--- config.mk ---
export PLATFORM = sky130hd
export DESIGN_NAME = regfile_wb_queue
export DESIGN_NICKNAME = d
export VERILOG_FILES = /design/src/rtl/regfile_wb_queue.sv
export SDC_FILE = /design/constraint.sdc
export NUM_CORES = 1
export LEC_CHECK = 0
export ABC_AREA = 0
export CAP_MARGIN = 30
export CORE_UTILIZATION = 40
export DETAILED_ROUTE_END_ITERATION = 7
export GPL_TIMING_DRIVEN = 0
export PLACE_DENSITY_LB_ADDON = 0.05
export SLEW_MARGIN = 20
export SYNTH_ARGS = -nofsm -noshare
export SYNTH_HDL_FRONTEND = slang
export SYNTH_SLANG_ARGS = --single-unit
--- constraint.sdc ---
create_clock -name Clk -period 4.7 [get_ports Clk]
set_clock_uncertainty 0.1 [all_clocks]
set_input_delay 0.705 -clock Clk [delete_from_list [all_inputs] [get_ports Clk]]
set_output_delay 0.705 -clock Clk [all_outputs]
set_load 0.03 [all_outputs]
--- src/rtl/regfile_wb_queue.sv ---
// regfile_wb_queue: write-back queue that owns the write port of the 32x32
// MIPS register file. Results from execute/memory are buffered in a circular
// FIFO and retired one per clock into the register file's synchronous write
// port. Optional read-side forwarding of still-pending values is compiled in
// when the macro REGFILE_WB_QUEUE_FORWARD_EN is defined; otherwise the
// forwarding outputs are tied to zero.
module regfile_wb_queue #(
   parameter int DEPTH = 4
) (
   input  logic                       Clk,
   input  logic                       Reset,
   input  logic                       InValid,
   output logic                       InReady,
   input  logic [4:0]                 InRegister,
   input  logic [31:0]                InData,
   input  logic                       Stall,
   output logic [31:0]                WriteData,
   output logic [4:0]                 WriteRegister,
   output logic                       RegWrite,
   input  logic [4:0]                 ReadRegister1,
   input  logic [4:0]                 ReadRegister2,
   output logic                       Fwd1Hit,
   output logic                       Fwd2Hit,
   output logic [31:0]                Fwd1Data,
   output logic [31:0]                Fwd2Data,
   output logic [$clog2(DEPTH):0]     Count
);

   localparam int AW = $clog2(DEPTH);
   localparam int CW = AW + 1;
   localparam logic [CW-1:0] FULL_COUNT = CW'(DEPTH);

   logic [4:0]    entryReg_q  [DEPTH];
   logic [31:0]   entryData_q [DEPTH];
   logic [AW-1:0] headPtr_q, headPtr_d;
   logic [AW-1:0] tailPtr_q, tailPtr_d;
   logic [CW-1:0] count_q, count_d;

   logic accept;
   logic storeEntry;
   logic dequeue;

   // Handshake and retire decisions. A full queue refuses new work even if
   // the head drains in the same cycle, and register 0 requests complete the
   // handshake but are never stored since r0 is hard-wired to zero.
   always_comb begin
      InReady    = !Reset && (count_q != FULL_COUNT);
      accept     = InValid && InReady;
      storeEntry = accept && (InRegister != 5'd0);
      dequeue    = !Reset && (count_q != '0) && !Stall;
   end

   // Register file write port driven straight from the head entry; forced to
   // zero when empty or in reset so the register file never sees stale data.
   always_comb begin
      RegWrite      = dequeue;
      WriteRegister = 5'd0;
      WriteData     = 32'd0;
      if (!Reset && (count_q != '0)) begin
         WriteRegister = entryReg_q[headPtr_q];
         WriteData     = entryData_q[headPtr_q];
      end
   end

   // Next-state pointers and occupancy; both pointers may advance together.
   always_comb begin
      headPtr_d = headPtr_q;
      tailPtr_d = tailPtr_q;
      count_d   = count_q;
      if (storeEntry) begin
         tailPtr_d = tailPtr_q + AW'(1);
      end
      if (dequeue) begin
         headPtr_d = headPtr_q + AW'(1);
      end
      case ({storeEntry, dequeue})
         2'b10:   count_d = count_q + CW'(1);
         2'b01:   count_d = count_q - CW'(1);
         default: count_d = count_q;
      endcase
   end

   // Pointer and count state with synchronous reset; reset discards every
   // pending entry without writing any of them back.
   always_ff @(posedge Clk) begin
      if (Reset) begin
         headPtr_q <= '0;
         tailPtr_q <= '0;
         count_q   <= '0;
      end else begin
         headPtr_q <= headPtr_d;
         tailPtr_q <= tailPtr_d;
         count_q   <= count_d;
      end
   end

   // Entry storage needs no reset; occupancy alone decides what is valid.
   always_ff @(posedge Clk) begin
      if (storeEntry) begin
         entryReg_q[tailPtr_q]  <= InRegister;
         entryData_q[tailPtr_q] <= InData;
      end
   end

   assign Count = count_q;

`ifdef REGFILE_WB_QUEUE_FORWARD_EN
   // Forwarding lookup: walk occupied slots oldest to youngest so the last
   // match found (closest to tail) wins. The head being written this cycle
   // still counts as pending. Address 0 never hits.
   always_comb begin
      logic [AW-1:0] slot;
      slot     = '0;
      Fwd1Hit  = 1'b0;
      Fwd2Hit  = 1'b0;
      Fwd1Data = 32'd0;
      Fwd2Data = 32'd0;
      for (int i = 0; i < DEPTH; i++) begin
         slot = headPtr_q + AW'(i);
         if (CW'(i) < count_q) begin
            if ((ReadRegister1 != 5'd0) && (entryReg_q[slot] == ReadRegister1)) begin
               Fwd1Hit  = 1'b1;
               Fwd1Data = entryData_q[slot];
            end
            if ((ReadRegister2 != 5'd0) && (entryReg_q[slot] == ReadRegister2)) begin
               Fwd2Hit  = 1'b1;
               Fwd2Data = entryData_q[slot];
            end
         end
      end
      if (Reset) begin
         Fwd1Hit  = 1'b0;
         Fwd2Hit  = 1'b0;
         Fwd1Data = 32'd0;
         Fwd2Data = 32'd0;
      end
   end
`else
   // Forwarding removed: outputs held at zero and the read addresses are
   // intentionally left unused; consumers must interlock on pending registers.
   logic unusedReadAddr;
   assign unusedReadAddr = ^{ReadRegister1, ReadRegister2};
   assign Fwd1Hit  = 1'b0;
   assign Fwd2Hit  = 1'b0;
   assign Fwd1Data = 32'd0;
   assign Fwd2Data = 32'd0;
`endif

endmodule

==> summary.md <==
| Metric | Value |
|---|---|
| Status | `finished clean` |
| NumNets Final | `586` |
| Root Buffer | `clkbuf_16` |
| CP delay by family, top | `buffers and inverters` |
| # port buffers | `82` |
| Slew at the pin with the worst max-slew slack | `662 ps` |
| Compound-cell area share of the yosys netlist | `0.788%` |
| PwrDens | `405 nW/um^2` |
| Fmax achieved | `285 MHz` |
| Largest family of logic cells by synthesized area | `multiplexers` |
| Synth Area in Adders | `1.24%` |
| CTS Buffer Depth | `2` |
| Leakage | `3.10 nW` |
| RSZ-0062 raised after global routing | `false` |
| # Max-Cap Violations | `0` |
| Ports | `159` |
| Max incr delay on CP | `690 ps` |
| Grt ovf | `0` |
| Worst hold start | `tailPtr_q[0]$_SDFFE_PP0P_` |
| GRT Overall Usage | `14.9%` |
| Initial antenna violation count | `0` |
| Post-synthesis register bit count | `157` |
| Vias in the first global route | `3446` |
| Routing usage on met3 | `4.90%` |
| Reg2Reg Setup Slack | `1930 ps` |
| Reg2Reg Launch Point | `Count[0]$_SDFFE_PP0P_` |
| Warnings from Yosys | `0` |
| Clk sinks | `157` |
| CTS Buf Count | `17` |
| Placed cell count | `726` |
| Seq/Total Area, Yosys | `69.3%` |
| Hold Fails Final Rpt | `0` |
| Dpl cell area | `8090 sq um` |
| Final Slew Violations | `0` |
| Commonest non-fill, non-tap cell in the layout | `edfxtp_1` |
| Largest net degree at the start of global routing | `23` |
| Buf/Inv on CP | `4` |
| Final std cells w/o fill | `758` |
| Synth top area cells | `edfxtp_1 67%, mux4_2 10%, buf_4 7.4%` |
| Drt drc | `0` |
| Post-synth ARST share | `0%` |
| Synth cell types | `34` |
| Crit. End Element | `output pin` |
| Final Instance Area | `8680 sq um` |
| Hold_buf cts | `0` |
| Worst r2r path cells | `10` |
| Initial Util | `41.6%` |
| Commonest register cell after synthesis | `edfxtp_1` |
| CTS resizes | `0` |
| Via density per instance | `4.39` |
| Largest area contributor in the netlist | `edfxtp_1` |
| Slew Limit Headroom | `55.9%` |
| Met1 Resource Use GR | `16.8%` |
| Arr. time, crit path | `2700 ps` |
| Via count | `3331` |
| Core ar. | `16100 sq um` |
| Htree depth | `4` |
| DP HPWL | `7.64 mm` |
| Count of flip-flops with a built-in enable after synthesis | `148` |
| Post-Synthesis Cells | `359` |
| Final hold slack | `416 ps` |
| Layout area overhead | `30.1%` |
| CP required | `3890 ps` |
| Yosys top cell area share | `66.6%` |
| Cell Chain, Critical Path | `clkdlybuf4s50_1 > or2_1 > buf_2 > clkbuf_4 > nor2b_1 > clkdlybuf4s50_1` |
| Die X | `131 um` |
| WL per Instance | `15.7 um` |
| Final Cycle Share | `74.5%` |
| Die Height | `131 um` |
| Antenna viol nets, final | `0` |
| Synth Area in XOR/XNOR | `0.394%` |
| Synth Cell Area | `6670 sq um` |
| Post-synthesis mux area share | `12.9%` |
| Final setup fails | `0` |
| CTS tree | `built` |
| Worst R2R End | `Count[2]$_SDFFE_PP0P_` |
| Most frequent cells in the layout | `148 x edfxtp_1, 82 x clkdlybuf4s50_1, 66 x buf_4, 66 x conb_1, 32 x nor2b_1` |
| Area taken by multi-input logic gates | `1660 sq um` |
| Total wire length | `11.9 mm` |
| Critical path peak fanout | `10` |
| Worst IR Drop VDD | `0.000224 V` |
| Most Crowded Layer GR | `met2` |
| GP Congestion | `0.670` |
| Worst-path clk slew | `60 ps` |
| Post-CTS setup buffers | `0` |
| Cells on Worst Hold Path | `2` |
| Die area | `17200 sq um` |
| FF+latch area | `4620 sq um` |
| Critical path class | `in2out` |
| Cell mode on critical path | `clkdlybuf4s50_1` |
| CP Launch Type | `input pin` |
| Clock latency on the worst-skew pair | `410 ps` |
| Min cycle time layout | `3500 ps` |
| Worst hold endpoint | `tailPtr_q[0]$_SDFFE_PP0P_` |
| Slowest cell on crit path | `clkdlybuf4s50_1` |
| FP Rows | `46` |
| Mean post-synth cell area | `18.6 sq um` |
| DR pass1 iterations | `5` |
| Simple-gate share of the synthesized area | `5.81%` |
| Layout cells sized above 1 | `26.8%` |
| Antenna cells | `0` |
| Iter 0 DRT Violations | `205` |
| Setup TNS | `0 ps` |
| First-pass GRT wire length | `18.7 mm` |
| Filler cells | `1298` |
| Met2 Resource Use GR | `25.6%` |
| Hold Crit Class | `reg2reg` |
worst max-delay path by stage:
stage / slack, ps / cells past startpoint / end / from
CTS: 1180 / 6 / WriteData[11] / Reset
floorplan: 1650 / 9 / Count[2]$_SDFFE_PP0P_ / Reset
global placement: 610 / 5 / entryData_q[0][8]$_DFFE_PP_ / Reset
finish: 1200 / 6 / WriteData[11] / Reset
global route: 1090 / 6 / WriteData[4] / Reset
detailed placement: 1180 / 6 / WriteData[11] / Reset
per-layer routing:
metal | share of wire (%) | wire length (um)
met5 | 0 | 0
met4 | 1.9 | 223
met3 | 5.8 | 684
met2 | 52 | 6190
met1 | 40 | 4800
stage by stage:
stage / util [%] / setup slack [ps] / power (mW)
2_1_floorplan: - / 1650 / 2.01
4_1_cts: 54.1 / 1180 / 3.56
6_report: 54.1 / 1200 / 3.52
5_1_grt: 54.1 / 1090 / 3.65
3_5_place_dp: 50.4 / 1180 / 2.18
3_3_place_gp: 49.9 / 614 / 2.17
worst reg2reg max path: stages, from the launching register on:
cell,delay [ps]
dfxtp_1,420
nor3_2,90
or2_1,240
clkbuf_1,310
nor2_1,280
ha_1,230
inv_1,60
fa_1,380
xor2_1,160
or3_1,300
a21oi_1,130
synthesized netlist by cell type (2+ instances only):
| library cell | count |
|---|---|
| xor2_1 | 2 |
| nand3_1 | 2 |
| nor2b_4 | 4 |
| buf_2 | 6 |
| buf_12 | 3 |
| and3_1 | 4 |
| inv_1 | 6 |
| dfxtp_1 | 9 |
| a21oi_1 | 6 |
| nor2_1 | 7 |
| o21ai_0 | 3 |
| nand2b_1 | 2 |
| buf_4 | 66 |
| ha_1 | 5 |
| edfxtp_1 | 148 |
| or3_1 | 2 |
| mux4_1 | 7 |
| mux4_2 | 30 |
| nor2b_1 | 32 |
cells by family after synthesis:
| family | after synthesis |
|---|---|
| xor gates and xnor gates | 3 |
| adders and majority gates | 6 |
| AOI/OAI and AO/OA | 10 |
| DFF | 157 |
| buffers and inverters | 85 |
| and+or+nand+nor | 60 |
| muxes | 37 |
| other | 1 |
power by group:
part	total (mW)	switching [mW]	internal, mW
clock	1.38	0.493	0.882
combinational	0.545	0.295	0.250
sequential	1.60	0.0145	1.58
total	3.52	0.803	2.71
sequential cells by signal, indices dropped and copies added, names as in the netlist, named ones only:
name,count
tailPtr_q,2
entryData_q,128
headPtr_q,2
entryReg_q,20
Count,3
layout make-up:
cell class                 instances  area share (%)
clock inverter                     9            1.64
sequential                       157            53.3
buffer                            79            7.06
clock buffer                      23            5.16
multi-input combinational        182            19.1
tap                              216            3.11
timing repair buffer              86            10.4
inverter                           6           0.259
Note: power is estimated with default switching activity, not from simulation.
